--- src/rtl/ex_muldiv_unit_pkg.sv ---
// Shared types and helpers for the multi-cycle multiply/divide unit.
//   md_op_e     : operation select carried on func3 (MUL .. REMU)
//   md_state_e  : control states of the iterative datapath
//   is_signed_a : rs1 is treated as a signed value for this operation
//   is_signed_b : rs2 is treated as a signed value for this operation
//   is_div      : operation uses the divider (DIV, DIVU, REM, REMU)
package ex_muldiv_unit_pkg;

    typedef enum logic [2:0] {
        MD_MUL    = 3'd0,
        MD_MULH   = 3'd1,
        MD_MULHSU = 3'd2,
        MD_MULHU  = 3'd3,
        MD_DIV    = 3'd4,
        MD_DIVU   = 3'd5,
        MD_REM    = 3'd6,
        MD_REMU   = 3'd7
    } md_op_e;

    typedef enum logic [1:0] {
        IDLE = 2'd0,
        CALC = 2'd1,
        DONE = 2'd2
    } md_state_e;

    function automatic logic is_signed_a(md_op_e op);
        return (op == MD_MULH) || (op == MD_MULHSU) || (op == MD_DIV) || (op == MD_REM);
    endfunction

    function automatic logic is_signed_b(md_op_e op);
        return (op == MD_MULH) || (op == MD_DIV) || (op == MD_REM);
    endfunction

    function automatic logic is_div(md_op_e op);
        return op[2];
    endfunction

endpackage

--- src/rtl/ex_muldiv_unit_if.sv ---
// Request/response bundle between the EX stage and the multiply/divide unit.
//   i_valid/o_ready   : request handshake (i_func3, i_A, i_B, i_tag)
//   i_flush           : kill whatever the unit is doing
//   o_valid/i_ready   : result handshake (o_result, o_tag)
//   o_busy            : unit is computing or holding a result
// The slave modport is the unit; the master modport is the pipeline.
interface ex_muldiv_unit_if #(
    parameter int XLEN  = 32,
    parameter int TAG_W = 5
);
    logic             i_valid;
    logic             o_ready;
    logic [2:0]       i_func3;
    logic [XLEN-1:0]  i_A;
    logic [XLEN-1:0]  i_B;
    logic [TAG_W-1:0] i_tag;
    logic             i_flush;
    logic             o_valid;
    logic             i_ready;
    logic [XLEN-1:0]  o_result;
    logic [TAG_W-1:0] o_tag;
    logic             o_busy;

    modport slave (
        input  i_valid, i_func3, i_A, i_B, i_tag, i_flush, i_ready,
        output o_ready, o_valid, o_result, o_tag, o_busy
    );

    modport master (
        output i_valid, i_func3, i_A, i_B, i_tag, i_flush, i_ready,
        input  o_ready, o_valid, o_result, o_tag, o_busy
    );
endinterface

--- src/rtl/ex_muldiv_unit_sign_fix.sv ---
// Final result selection for the multiply/divide unit. The iterative
// datapath works on operand magnitudes; this block restores the sign and
// picks the requested half of the product, or the quotient/remainder.
//   op     : operation select
//   neg_a  : rs1 was a negative signed operand
//   neg_b  : rs2 was a negative signed operand
//   raw    : {high, low} product, or {remainder, quotient} for divides
//   result : XLEN-bit architectural result
module ex_muldiv_unit_sign_fix
    import ex_muldiv_unit_pkg::*;
#(
    parameter int XLEN = 32
) (
    input  md_op_e              op,
    input  logic                neg_a,
    input  logic                neg_b,
    input  logic [2*XLEN-1:0]   raw,
    output logic [XLEN-1:0]     result
);

    logic [2*XLEN-1:0] product;
    logic [XLEN-1:0]   quotient;
    logic [XLEN-1:0]   remainder;

    always_comb begin
        // The remainder follows the dividend's sign; everything else
        // is negated when exactly one operand was negative.
        product   = (neg_a ^ neg_b) ? -raw : raw;
        quotient  = (neg_a ^ neg_b) ? -raw[XLEN-1:0] : raw[XLEN-1:0];
        remainder = neg_a ? -raw[2*XLEN-1:XLEN] : raw[2*XLEN-1:XLEN];
        result    = '0;
        case (op)
            MD_MUL:                         result = product[XLEN-1:0];
            MD_MULH, MD_MULHSU, MD_MULHU:   result = product[2*XLEN-1:XLEN];
            MD_DIV, MD_DIVU:                result = quotient;
            MD_REM, MD_REMU:                result = remainder;
            default:                        result = '0;
        endcase
    end

endmodule

--- src/rtl/ex_muldiv_unit.sv ---
// Multi-cycle RV32M/RV64M multiply/divide unit for the EX stage.
// One radix-2 datapath is shared: shift-add for multiplies, restoring
// division for divides, one bit per cycle for XLEN cycles. Divide by
// zero and signed overflow are resolved at accept and skip the loop.
//   i_clk   : clock, rising edge
//   i_reset : asynchronous active-high reset
//   bus     : request/result handshake, flush and busy (slave side)
module ex_muldiv_unit
    import ex_muldiv_unit_pkg::*;
#(
    parameter int XLEN  = 32,
    parameter int TAG_W = 5
) (
    input  logic             i_clk,
    input  logic             i_reset,
    ex_muldiv_unit_if.slave  bus
);

    localparam int              CNT_W    = $clog2(XLEN);
    localparam logic [CNT_W-1:0] LAST    = CNT_W'(XLEN - 1);
    localparam logic [XLEN-1:0]  MOST_NEG = {1'b1, {(XLEN-1){1'b0}}};

    md_state_e          state;
    md_state_e          state_next;
    logic [CNT_W-1:0]   counter;
    md_op_e             op_q;
    logic [TAG_W-1:0]   tag_q;
    logic               neg_a;
    logic               neg_b;
    logic [XLEN-1:0]    operand_b;
    logic [2*XLEN-1:0]  acc;
    logic [2*XLEN-1:0]  acc_next;
    logic [XLEN-1:0]    result_q;
    logic [TAG_W-1:0]   out_tag_q;

    md_op_e             op_in;
    logic               accept;
    logic               in_neg_a;
    logic               in_neg_b;
    logic [XLEN-1:0]    in_mag_a;
    logic [XLEN-1:0]    in_mag_b;
    logic               div_zero;
    logic               div_ovf;
    logic               special;
    logic [XLEN-1:0]    special_result;

    logic [XLEN:0]      mul_sum;
    logic [XLEN:0]      rem_shift;
    logic [XLEN:0]      rem_diff;
    logic               fits;
    logic [XLEN-1:0]    fixed_result;

    assign op_in  = md_op_e'(bus.i_func3);
    assign accept = bus.i_valid && (state == IDLE) && !bus.i_flush;

    // Operand conditioning at accept: sign flags, magnitudes and the
    // two divide corner cases that bypass the iterative loop.
    always_comb begin
        in_neg_a       = is_signed_a(op_in) && bus.i_A[XLEN-1];
        in_neg_b       = is_signed_b(op_in) && bus.i_B[XLEN-1];
        in_mag_a       = in_neg_a ? -bus.i_A : bus.i_A;
        in_mag_b       = in_neg_b ? -bus.i_B : bus.i_B;
        div_zero       = is_div(op_in) && (bus.i_B == '0);
        div_ovf        = ((op_in == MD_DIV) || (op_in == MD_REM)) &&
                         (bus.i_A == MOST_NEG) && (bus.i_B == '1);
        special        = div_zero || div_ovf;
        special_result = '0;
        if (div_zero) begin
            special_result = ((op_in == MD_DIV) || (op_in == MD_DIVU)) ? '1 : bus.i_A;
        end else if (div_ovf) begin
            special_result = (op_in == MD_DIV) ? bus.i_A : '0;
        end
    end

    // One iteration of the shared datapath. For multiplies acc holds
    // {partial product, remaining multiplier bits}; for divides it holds
    // {partial remainder, dividend bits / quotient bits}. The shifted
    // remainder needs one extra bit so the trial subtract cannot overflow.
    always_comb begin
        mul_sum   = {1'b0, acc[2*XLEN-1:XLEN]} + (acc[0] ? {1'b0, operand_b} : '0);
        rem_shift = acc[2*XLEN-1:XLEN-1];
        rem_diff  = rem_shift - {1'b0, operand_b};
        fits      = !rem_diff[XLEN];
        if (is_div(op_q)) begin
            acc_next = {(fits ? rem_diff[XLEN-1:0] : rem_shift[XLEN-1:0]),
                        acc[XLEN-2:0], fits};
        end else begin
            acc_next = {mul_sum, acc[XLEN-1:1]};
        end
    end

    ex_muldiv_unit_sign_fix #(
        .XLEN (XLEN)
    ) u_sign_fix (
        .op     (op_q),
        .neg_a  (neg_a),
        .neg_b  (neg_b),
        .raw    (acc_next),
        .result (fixed_result)
    );

    // State register.
    always_ff @(posedge i_clk or posedge i_reset) begin
        if (i_reset) begin
            state <= IDLE;
        end else begin
            state <= state_next;
        end
    end

    // Next-state logic; a flush overrides every other transition.
    always_comb begin
        state_next = state;
        case (state)
            IDLE:    if (accept) state_next = special ? DONE : CALC;
            CALC:    if (counter == LAST) state_next = DONE;
            DONE:    if (bus.i_ready) state_next = IDLE;
            default: state_next = IDLE;
        endcase
        if (bus.i_flush) begin
            state_next = IDLE;
        end
    end

    // Operand capture, iteration and result registration. The result
    // registers only change on entry to DONE, so they stay stable while
    // the consumer applies backpressure.
    always_ff @(posedge i_clk or posedge i_reset) begin
        if (i_reset) begin
            counter   <= '0;
            op_q      <= MD_MUL;
            tag_q     <= '0;
            neg_a     <= 1'b0;
            neg_b     <= 1'b0;
            operand_b <= '0;
            acc       <= '0;
            result_q  <= '0;
            out_tag_q <= '0;
        end else if (accept) begin
            op_q      <= op_in;
            tag_q     <= bus.i_tag;
            neg_a     <= in_neg_a;
            neg_b     <= in_neg_b;
            operand_b <= in_mag_b;
            acc       <= {{XLEN{1'b0}}, in_mag_a};
            counter   <= '0;
            if (special) begin
                result_q  <= special_result;
                out_tag_q <= bus.i_tag;
            end
        end else if ((state == CALC) && !bus.i_flush) begin
            acc     <= acc_next;
            counter <= counter + 1'b1;
            if (counter == LAST) begin
                result_q  <= fixed_result;
                out_tag_q <= tag_q;
            end
        end
    end

    assign bus.o_ready  = (state == IDLE);
    assign bus.o_valid  = (state == DONE);
    assign bus.o_busy   = (state == CALC) || (state == DONE);
    assign bus.o_result = result_q;
    assign bus.o_tag    = out_tag_q;

endmodule

--- src/flat_wrapper.sv ---
// flat-port wrapper written by rule: the top's interface ports become plain ports
module ex_muldiv_unit_flat import ex_muldiv_unit_pkg::*;
#(
    parameter int XLEN  = 32,
    parameter int TAG_W = 5
)
  (i_clk, i_reset, bus_i_valid, bus_i_func3, bus_i_A, bus_i_B, bus_i_tag, bus_i_flush, bus_i_ready, bus_o_ready, bus_o_valid, bus_o_result, bus_o_tag, bus_o_busy);
  ex_muldiv_unit_if #(.XLEN(XLEN), .TAG_W(TAG_W)) bus_i ();
  input  logic i_clk;
  input  logic i_reset;
  input wire logic [$bits(bus_i.i_valid)-1:0] bus_i_valid;
  input wire logic [$bits(bus_i.i_func3)-1:0] bus_i_func3;
  input wire logic [$bits(bus_i.i_A)-1:0] bus_i_A;
  input wire logic [$bits(bus_i.i_B)-1:0] bus_i_B;
  input wire logic [$bits(bus_i.i_tag)-1:0] bus_i_tag;
  input wire logic [$bits(bus_i.i_flush)-1:0] bus_i_flush;
  input wire logic [$bits(bus_i.i_ready)-1:0] bus_i_ready;
  output wire logic [$bits(bus_i.o_ready)-1:0] bus_o_ready;
  output wire logic [$bits(bus_i.o_valid)-1:0] bus_o_valid;
  output wire logic [$bits(bus_i.o_result)-1:0] bus_o_result;
  output wire logic [$bits(bus_i.o_tag)-1:0] bus_o_tag;
  output wire logic [$bits(bus_i.o_busy)-1:0] bus_o_busy;
  assign bus_i.i_valid = bus_i_valid;
  assign bus_i.i_func3 = bus_i_func3;
  assign bus_i.i_A = bus_i_A;
  assign bus_i.i_B = bus_i_B;
  assign bus_i.i_tag = bus_i_tag;
  assign bus_i.i_flush = bus_i_flush;
  assign bus_i.i_ready = bus_i_ready;
  assign bus_o_ready = bus_i.o_ready;
  assign bus_o_valid = bus_i.o_valid;
  assign bus_o_result = bus_i.o_result;
  assign bus_o_tag = bus_i.o_tag;
  assign bus_o_busy = bus_i.o_busy;
  ex_muldiv_unit #(.XLEN(XLEN), .TAG_W(TAG_W)) u_core (.i_clk(i_clk), .i_reset(i_reset), .bus(bus_i));
endmodule
--- config.mk ---
export PLATFORM = sky130hd
export DESIGN_NAME = ex_muldiv_unit_flat
export DESIGN_NICKNAME = d
export VERILOG_FILES = /design/src/rtl/ex_muldiv_unit_pkg.sv /design/src/rtl/ex_muldiv_unit_if.sv /design/src/rtl/ex_muldiv_unit_sign_fix.sv /design/src/rtl/ex_muldiv_unit.sv /design/src/flat_wrapper.sv
export SDC_FILE = /design/constraint.sdc
export NUM_CORES = 1
export LEC_CHECK = 0
export ABC_AREA = 0
export CAP_MARGIN = 25
export CORE_AREA = 8 8 167 169
export CTS_BUF_LIST = sky130_fd_sc_hd__clkbuf_8
export CTS_CLUSTER_SIZE = 40
export DETAILED_ROUTE_END_ITERATION = 16
export DIE_AREA = 0 0 175 177
export GPL_ROUTABILITY_DRIVEN = 1
export GPL_TIMING_DRIVEN = 0
export PLACE_DENSITY = 0.83
export SLEW_MARGIN = 10
export SYNTH_ARGS = -nofsm -noshare
export SYNTH_HDL_FRONTEND = slang
export SYNTH_SLANG_ARGS = --single-unit
--- constraint.sdc ---
create_clock -name i_clk -period 11.4 [get_ports i_clk]
set_clock_uncertainty 0.2 [all_clocks]
set_input_delay 1.71 -clock i_clk [delete_from_list [all_inputs] [get_ports i_clk]]
set_output_delay 1.71 -clock i_clk [all_outputs]
set_load 0.1 [all_outputs]
==> flow_summary.html, run 1 <==
<table>
<tr><th>Metric</th><th>Value</th></tr>
<tr><th colspan="2">Yosys</th></tr>
<tr><td>Share of flip-flops with an asynchronous set or reset after synthesis</td><td>1.000</td></tr>
<tr><td>Flop and latch count out of synthesis</td><td>150</td></tr>
<tr><td>Netlist Area Pre-Place</td><td>15390 sq um</td></tr>
<tr><td>Share of the yosys chip area belonging to registers</td><td>0.2439</td></tr>
<tr><td>Number of nets in the synthesized netlist</td><td>2205</td></tr>
<tr><td>Gate count of the mapped netlist</td><td>2053</td></tr>
<tr><td>Count of different cell masters after synthesis</td><td>94</td></tr>
<tr><td>Primary flip-flop cell chosen by synthesis mapping</td><td>sky130_fd_sc_hd__dfrtp_1</td></tr>
<tr><td>Number of synthesized flops with an enable pin</td><td>0</td></tr>
<tr><td>Synthesized area divided by synthesized cell count</td><td>7.497 sq um</td></tr>
<tr><td>Synth Warn #</td><td>0</td></tr>
<tr><th colspan="2">STA</th></tr>
<tr><td>PnR worst setup slack</td><td>4218 ps</td></tr>
<tr><td>Setup TNS Final</td><td>0 ps</td></tr>
<tr><td>Pin slew with the least headroom to its limit</td><td>1170 ps</td></tr>
<tr><td>Maximum operating frequency</td><td>139.2 MHz</td></tr>
<tr><td>Relative slew slack</td><td>0.2203</td></tr>
<tr><td>Max-slew violation count</td><td>0</td></tr>
<tr><td>Setup repair after global routing missed its margin</td><td>false</td></tr>
<tr><td>Final critical delay including setup and external delays</td><td>7182 ps</td></tr>
<tr><td>Number of setup violations in the final report</td><td>0</td></tr>
<tr><td>Post-route clock period utilization</td><td>0.6300</td></tr>
<tr><td>Worst hold margin</td><td>286.5 ps</td></tr>
<tr><td>Number of hold violations in the final report</td><td>0</td></tr>
<tr><th colspan="2">Finish</th></tr>
<tr><td>N_diodes</td><td>0</td></tr>
<tr><td>Post-route non-filler standard cell count</td><td>2540</td></tr>
<tr><td>Final std cell area, no fill</td><td>17500 sq um</td></tr>
<tr><td>Area added between synthesis and finish</td><td>13.70%</td></tr>
<tr><td>Fraction of final layout cells with drive strength greater than 1</td><td>0.04898</td></tr>
<tr><td>Post-route core utilization</td><td>0.6872</td></tr>
<tr><td>Area occupied by multi-input gates</td><td>10910 sq um</td></tr>
<tr><td>Layout filler cell count</td><td>2175</td></tr>
<tr><td>Sequential cell area</td><td>3754 sq um</td></tr>
<tr><td>Final-stage net count</td><td>2344</td></tr>
<tr><th colspan="2">Global routing</th></tr>
<tr><td>GRT Util Overall</td><td>0.4103</td></tr>
<tr><td>Total congestion overflow</td><td>0</td></tr>
<tr><td>Vias in the first global route</td><td>16770</td></tr>
<tr><td>Antenna violations before repair</td><td>1</td></tr>
<tr><td>Global-route wire length before repair</td><td>98500 microns</td></tr>
<tr><td>Largest net degree at the start of global routing</td><td>114</td></tr>
<tr><th colspan="2">Die</th></tr>
<tr><td>Total Die Area</td><td>30980 sq um</td></tr>
<tr><td>Initial cell density of the core</td><td>0.6044</td></tr>
<tr><td>Number of rows in the core area</td><td>59</td></tr>
<tr><td>Chip Height</td><td>177 microns</td></tr>
<tr><td>Die width</td><td>175 microns</td></tr>
<tr><td>Top Ports</td><td>117</td></tr>
<tr><td>Area of the placeable core</td><td>25470 sq um</td></tr>
<tr><th colspan="2">Worst setup path</th></tr>
<tr><td>Startpoint kind of the worst setup timing path</td><td>flip-flop</td></tr>
<tr><td>Master of the slowest instance on the critical path</td><td>sky130_fd_sc_hd__clkbuf_1</td></tr>
<tr><td>Arrival time reported for the critical path endpoint</td><td>7370 ps</td></tr>
<tr><td>Most used cell, CP</td><td>sky130_fd_sc_hd__buf_2</td></tr>
<tr><td>Peak fanout along the critical path</td><td>10</td></tr>
<tr><td>CP Capture Type</td><td>flip-flop</td></tr>
<tr><td>Delay of the slowest cell on the worst path</td><td>880 ps</td></tr>
<tr><td>List of cells traversed by the critical path</td><td>clkbuf_1 -&gt; buf_2 -&gt; buf_1 -&gt; buf_2 -&gt; buf_2 -&gt; buf_2 -&gt; buf_1 -&gt; clkbuf_1 -&gt; o311ai_0 -&gt; o21ai_0 -&gt; nand4_1 -&gt; o31ai_1 -&gt; nand4_1 -&gt; o211a_1</td></tr>
<tr><td>Type of the worst setup path</td><td>reg -&gt; reg</td></tr>
<tr><td>Crit path required time</td><td>11590 ps</td></tr>
<tr><th colspan="2">Hold path</th></tr>
<tr><td>Hold/Removal Path Class</td><td>reg -&gt; reg</td></tr>
<tr><th colspan="2">Pwr</th></tr>
<tr><td>Overall power after layout</td><td>6.303 mW</td></tr>
<tr><td>Peak supply drop</td><td>0.2407 mV</td></tr>
<tr><td>PwrDens</td><td>360.2 nW/um^2</td></tr>
<tr><td>Leakage power</td><td>7.086 nW</td></tr>
<tr><th colspan="2">CTS</th></tr>
<tr><td>TritonCTS Sinks</td><td>150</td></tr>
<tr><td>Buffer depth of the longest clock path</td><td>2</td></tr>
<tr><td>Setup repair bufs after CTS</td><td>0</td></tr>
<tr><td>CTS tree</td><td>built</td></tr>
<tr><td>Source-to-sink clock delay at the later pin of the worst-skew pair</td><td>490 ps</td></tr>
<tr><td>Number of gates resized after CTS</td><td>0</td></tr>
<tr><td>Buffer cell driving the clock tree root</td><td>sky130_fd_sc_hd__clkbuf_8</td></tr>
<tr><td>Number of H-tree branching levels</td><td>4</td></tr>
<tr><td>Clock edge transition at the registers on the reported setup and hold paths</td><td>100 ps</td></tr>
<tr><td>CTS Buf Count</td><td>17</td></tr>
<tr><td>Count of hold buffers inserted by post-cts repair</td><td>0</td></tr>
<tr><th colspan="2">Place</th></tr>
<tr><td>Routability congestion estimate from global placement</td><td>1.150</td></tr>
<tr><td>Half-perimeter wire length after detailed placement</td><td>50480 microns</td></tr>
<tr><td>Total of buffers placed on input and output ports</td><td>116</td></tr>
<tr><td>Standard cell area after detailed placement</td><td>17050 sq um</td></tr>
<tr><td>Post-placement setup slack</td><td>4473 ps</td></tr>
<tr><td>Placed Cells</td><td>2507</td></tr>
<tr><th colspan="2">Route</th></tr>
<tr><td>Final wirelength</td><td>64620 microns</td></tr>
<tr><td>Total via count after detailed routing</td><td>17760</td></tr>
<tr><td>Drt pass-1 iters</td><td>8</td></tr>
<tr><td>Wire length per cell after detailed routing</td><td>25.44 microns</td></tr>
<tr><td>Antenna Violating Nets Remaining</td><td>0</td></tr>
<tr><td>Post-detailed-route via-to-cell ratio</td><td>6.993</td></tr>
<tr><td>Number of design rule violations left after detail routing</td><td>0</td></tr>
<tr><td>DRC violation total after the first TritonRoute iteration</td><td>2826</td></tr>
<tr><th colspan="2">Flow run</th></tr>
<tr><td>Count of max-cap constraint violations</td><td>0</td></tr>
<tr><th colspan="2">Status</th></tr>
<tr><td>Status</td><td>completed</td></tr>
</table>
==> metal layers <==
metal / vias to the layer above / GRT usage / wire (microns)
met5: - / 0 / 15
met4: 2 / 0.1886 / 3359
met3: 289 / 0.1410 / 9573
met2: 1347 / 0.6011 / 26840
met1: 8350 / 0.5376 / 24840
li1: 7775 / - / -
==> power by group <==
| group | internal (mW) | total (mW) | switching, mW |
|---|---|---|---|
| clock network | 0.236 | 0.503 | 0.267 |
| registers | 0.712 | 0.987 | 0.275 |
| logic | 1.59 | 4.81 | 3.22 |
| total | 2.54 | 6.30 | 3.76 |
==> layout by cell type, fill, tap and decap left out, drive strengths merged, types with 12 or more instances in the layout <==
master and count:
o21ai 203, nor2 186, o221ai 12, nand2b 16
nand4 37, xor2 64, a21o 24, ha 73
nor4 17, and3 13, o21bai 12, a22o 12
nand2 245, and2 53, mux2i 43, o31ai 25
a21oi 168, o211ai 51, clkdlybuf4s50 116, clkbuf 100
nor3 57, a31oi 33, dfrtp 150, o21a 19
nand3 34, buf 38, a211oi 24, inv 80
o22ai 16, xnor2 102, or3 12
==> synth_stat cells, drive strengths merged (19+ instances only) <==
cell    count  area [sq um]
a31oi      33         212.7
o21ai     203          1023
xor2       64         560.5
and2       53         331.6
xnor2     102         893.4
dfrtp     150          3754
nor3       57         285.3
buf        34         173.9
a21oi     168         848.3
o31ai      25         187.7
a21o       24         180.2
inv        74         277.8
o211ai     51         387.9
a211oi     24         220.2
nand4      37         237.7
o21a       19         142.6
nor2      186         700.7
ha         73         913.4
nand2     245         919.6
clkbuf     81         304.0
mux2i      43         430.4
nand3      34         175.2
==> area by class of cell <==
type                       count  share of cell area
buffer                       115             0.02731
clock buffer                  19             0.01494
clock inverter                13             0.01051
inverter                      74             0.01630
multi-input combinational   1714              0.6232
sequential                   150              0.2145
tap                          335             0.02395
timing repair buffer         120             0.06928
==> final timing paths <==
check | from | to | slack (ps) | cells after the start
hold / removal | u_core.tag_q[4] | u_core.tag_q[4] | 290 | 2
min in group asynchronous | i_reset | u_core.operand_b[19] | 1380 | 2
setup reg to reg | u_core.op_q[2] | u_core.bus.o_result[31] | 4220 | 14
setup / recovery | u_core.op_q[2] | u_core.bus.o_result[31] | 4220 | 14
hold reg to reg | u_core.tag_q[4] | u_core.tag_q[4] | 290 | 2
max in group asynchronous | i_reset | u_core.bus.o_result[10] | 8710 | 3
==> cells by family (layout without fill, tap and decap cells) <==
logic type,after synthesis,after routing,synth area share
flip-flops,150,150,0.2439
AND/OR/NAND/NOR,719,719,0.2199
AO/OA/AOI/OAI,702,702,0.2962
multiplexers,52,52,0.03455
adder cells (fa/ha/maj),75,75,0.06194
XOR/XNOR,166,166,0.09446
buffers and inverters,189,341,0.04910
==> flip-flops by register name, summed over array words and instances (netlist names) <==
signal               cells
u_core.bus.o_tag         5
u_core.bus.o_result     32
u_core.counter           5
u_core.acc              64
u_core.tag_q             5
u_core.neg_b             1
u_core.operand_b        32
u_core.neg_a             1
u_core.state             2
u_core.op_q              3
==> critical path, delay by kind of cell (launching register included) <==
family / cells / cell delay [ps]
and+or+nand+nor: 2 / 420
buffers and inverters: 8 / 4670
AOI/OAI and AO/OA: 4 / 1370
DFF: 1 / 400
No activity file was read; power rests on OpenSTA's default activity.
==> inputs of run 2 (changes only) <==
- CORE_AREA: 8 8 167 169 -> 8 8 175 177
- DIE_AREA: 0 0 175 177 -> 0 0 183 185
- PLACE_DENSITY: 0.83 -> 0.79
- clock period: 11.4 -> 6.6 ns (I/O delays scaled with it)
==> run 2 against run 1 <==
  * Largest cell class unchanged
  * Sequential power grew 76%
  * Highest routed layer is now met4
  * Hold slack got worse by 2.7 ps
  * Combinational power increased by 78%
==> flow_summary.html, run 2 (same netlist as run 1, synthesis figures left out) <==
<table>
<tr><th>Metric</th><th>Value</th></tr>
<tr><th colspan="2">Status</th></tr>
<tr><td>Status</td><td>completed</td></tr>
<tr><th colspan="2">Die</th></tr>
<tr><td>Die width</td><td>183 microns</td></tr>
<tr><td>Number of rows in the core area</td><td>62</td></tr>
<tr><td>Chip Height</td><td>185 microns</td></tr>
<tr><td>Area of the placeable core</td><td>28080 sq um</td></tr>
<tr><td>Initial cell density of the core</td><td>0.5481</td></tr>
<tr><td>Total Die Area</td><td>33860 sq um</td></tr>
<tr><td>Top Ports</td><td>117</td></tr>
<tr><th colspan="2">STA</th></tr>
<tr><td>Relative slew slack</td><td>0.2380</td></tr>
<tr><td>Setup repair after global routing missed its margin</td><td>false</td></tr>
<tr><td>Final critical delay including setup and external delays</td><td>6467 ps</td></tr>
<tr><td>Setup TNS Final</td><td>0 ps</td></tr>
<tr><td>Number of hold violations in the final report</td><td>0</td></tr>
<tr><td>Pin slew with the least headroom to its limit</td><td>1131 ps</td></tr>
<tr><td>Maximum operating frequency</td><td>154.6 MHz</td></tr>
<tr><td>Post-route clock period utilization</td><td>0.9798</td></tr>
<tr><td>PnR worst setup slack</td><td>133.3 ps</td></tr>
<tr><td>Number of setup violations in the final report</td><td>0</td></tr>
<tr><td>Max-slew violation count</td><td>0</td></tr>
<tr><th colspan="2">Flow run</th></tr>
<tr><td>Count of max-cap constraint violations</td><td>0</td></tr>
<tr><th colspan="2">Finish</th></tr>
<tr><td>Register name with the most flops</td><td>u_core.acc</td></tr>
<tr><td>Number of flip-flops in the largest register</td><td>64</td></tr>
<tr><td>Leading cell types in the layout, fill and taps excluded</td><td>244 x sky130_fd_sc_hd__nand2_1, 191 x sky130_fd_sc_hd__o21ai_0, 185 x sky130_fd_sc_hd__nor2_1</td></tr>
<tr><td>Final std cell area, no fill</td><td>17650 sq um</td></tr>
<tr><td>Post-route non-filler standard cell count</td><td>2597</td></tr>
<tr><td>Layout filler cell count</td><td>2593</td></tr>
<tr><td>N_diodes</td><td>0</td></tr>
<tr><td>Area added between synthesis and finish</td><td>14.66%</td></tr>
<tr><td>Post-route core utilization</td><td>0.6285</td></tr>
<tr><td>Final-stage net count</td><td>2352</td></tr>
<tr><td>Fraction of final layout cells with drive strength greater than 1</td><td>0.05694</td></tr>
<tr><td>Most frequent standard cell in the layout excluding fill and tap cells</td><td>sky130_fd_sc_hd__nand2_1</td></tr>
<tr><th colspan="2">Global routing</th></tr>
<tr><td>Total congestion overflow</td><td>0</td></tr>
<tr><td>Vias in the first global route</td><td>16810</td></tr>
<tr><td>GRT Util Overall</td><td>0.3898</td></tr>
<tr><td>Antenna violations before repair</td><td>1</td></tr>
<tr><td>Largest net degree at the start of global routing</td><td>102</td></tr>
<tr><td>Global-route wire length before repair</td><td>100500 microns</td></tr>
<tr><th colspan="2">CTS</th></tr>
<tr><td>Clock edge transition at the registers on the reported setup and hold paths</td><td>90 ps</td></tr>
<tr><td>TritonCTS Sinks</td><td>150</td></tr>
<tr><td>CTS Buf Count</td><td>17</td></tr>
<tr><td>Source-to-sink clock delay at the later pin of the worst-skew pair</td><td>500 ps</td></tr>
<tr><td>Buffer depth of the longest clock path</td><td>2</td></tr>
<tr><td>Buffer cell driving the clock tree root</td><td>sky130_fd_sc_hd__clkbuf_8</td></tr>
<tr><td>CTS tree</td><td>built</td></tr>
<tr><td>Number of H-tree branching levels</td><td>4</td></tr>
<tr><th colspan="2">Route</th></tr>
<tr><td>Post-detailed-route via-to-cell ratio</td><td>6.750</td></tr>
<tr><td>Wire length per cell after detailed routing</td><td>25.63 microns</td></tr>
<tr><td>Total via count after detailed routing</td><td>17530</td></tr>
<tr><td>Number of design rule violations left after detail routing</td><td>0</td></tr>
<tr><td>DRC violation total after the first TritonRoute iteration</td><td>2224</td></tr>
<tr><td>Drt pass-1 iters</td><td>5</td></tr>
<tr><td>Antenna Violating Nets Remaining</td><td>0</td></tr>
<tr><td>Final wirelength</td><td>66550 microns</td></tr>
<tr><th colspan="2">Worst setup path</th></tr>
<tr><td>CP Capture Type</td><td>flip-flop</td></tr>
<tr><td>Peak fanout along the critical path</td><td>12</td></tr>
<tr><td>Crit path required time</td><td>6780 ps</td></tr>
<tr><td>Arrival time reported for the critical path endpoint</td><td>6640 ps</td></tr>
<tr><td>Register-to-Register Path Depth</td><td>13</td></tr>
<tr><td>Type of the worst setup path</td><td>reg -&gt; reg</td></tr>
<tr><td>Startpoint kind of the worst setup timing path</td><td>flip-flop</td></tr>
<tr><th colspan="2">Place</th></tr>
<tr><td>Standard cell area after detailed placement</td><td>17110 sq um</td></tr>
<tr><td>Half-perimeter wire length after detailed placement</td><td>52880 microns</td></tr>
<tr><td>Placed Cells</td><td>2557</td></tr>
<tr><td>Total of buffers placed on input and output ports</td><td>116</td></tr>
<tr><td>Routability congestion estimate from global placement</td><td>1.046</td></tr>
<tr><td>Post-placement setup slack</td><td>-287.0 ps</td></tr>
<tr><th colspan="2">Pwr</th></tr>
<tr><td>Leakage power</td><td>7.139 nW</td></tr>
<tr><td>PwrDens</td><td>625.5 nW/um^2</td></tr>
<tr><td>Peak supply drop</td><td>0.4375 mV</td></tr>
<tr><th colspan="2">Hold path</th></tr>
<tr><td>Hold path depth</td><td>2</td></tr>
<tr><td>Hold/Removal Path Class</td><td>reg -&gt; reg</td></tr>
</table>
[run 2: cell count changes in the layout (fill, tap and decap cells not counted), sizes merged]
cell / delta
buf: +8
bufinv: -3
clkbuf: -1
inv: +5
clkinvlp: -1
[run 2: where the power goes]
group / leakage [nW] / internal [mW] / switching, mW
combinational: 4.98 / 2.78 / 5.75
sequential: 1.96 / 1.23 / 0.512
clock: 0.205 / 0.297 / 0.464
total: 7.14 / 4.31 / 6.73
[run 2: area by class of cell]
class / instances / area, sq um / area share
Sequential cell: 150 / 3754 / 0.2127
Tap cell: 384 / 480.5 / 0.02722
Timing Repair Buffer: 129 / 1281 / 0.07260
Clock buffer: 18 / 247.7 / 0.01404
Buffer: 114 / 475.5 / 0.02694
Multi-Input combinational cell: 1714 / 10970 / 0.6218
Clock inverter: 14 / 150.1 / 0.008508
Inverter: 74 / 285.3 / 0.01616
[run 2: layer usage]
| metal | global-route usage | vias up | wire (microns) |
|---|---|---|---|
| met5 | 0 | - | 0 |
| met3 | 0.1444 | 233 | 9306 |
| met2 | 0.5628 | 1196 | 27250 |
| met1 | 0.5078 | 8319 | 26570 |
| met4 | 0.1871 | 0 | 3422 |
| li1 | - | 7782 | - |
[run 2: through the flow]
stage               hold slack, ps  power [mW]
detailed placement           266.4       9.741
finish                       283.7       11.04
global placement             250.4       9.624
floorplan                    235.8       7.128
CTS                          289.0       10.54
global route                 313.5       11.60
[run 2: worst max-delay path, cell delays in order (launching register included)]
cell and delay [ps]:
sky130_fd_sc_hd__dfrtp_1 780, sky130_fd_sc_hd__buf_2 450, sky130_fd_sc_hd__buf_1 800, sky130_fd_sc_hd__buf_2 450, sky130_fd_sc_hd__buf_2 330, sky130_fd_sc_hd__buf_2 420, sky130_fd_sc_hd__buf_1 490, sky130_fd_sc_hd__clkbuf_1 860
sky130_fd_sc_hd__o311ai_0 360, sky130_fd_sc_hd__o21ai_0 390, sky130_fd_sc_hd__nand4_1 260, sky130_fd_sc_hd__o31ai_1 280, sky130_fd_sc_hd__nand4_1 120, sky130_fd_sc_hd__o211a_1 140
[run 2: path summary, 6_finish.rpt]
path / endpoint / slack, ps / start
worst max-delay path: u_core.bus.o_result[31] / 130 / u_core.op_q[2]
worst min register to register: u_core.tag_q[0] / 280 / u_core.tag_q[0]
max in group asynchronous: u_core.bus.o_result[24] / 4630 / i_reset
worst min-delay path: u_core.tag_q[0] / 280 / u_core.tag_q[0]
worst max register to register: u_core.bus.o_result[31] / 130 / u_core.op_q[2]
min in group asynchronous: u_core.operand_b[21] / 670 / i_reset
[run 2: timing repair]
item	CTS	global route
resized for setup	3	12
hold buffers	0	0
pin swaps	0	2
setup buffers	0	6
endpoints found under the setup margin	7	21
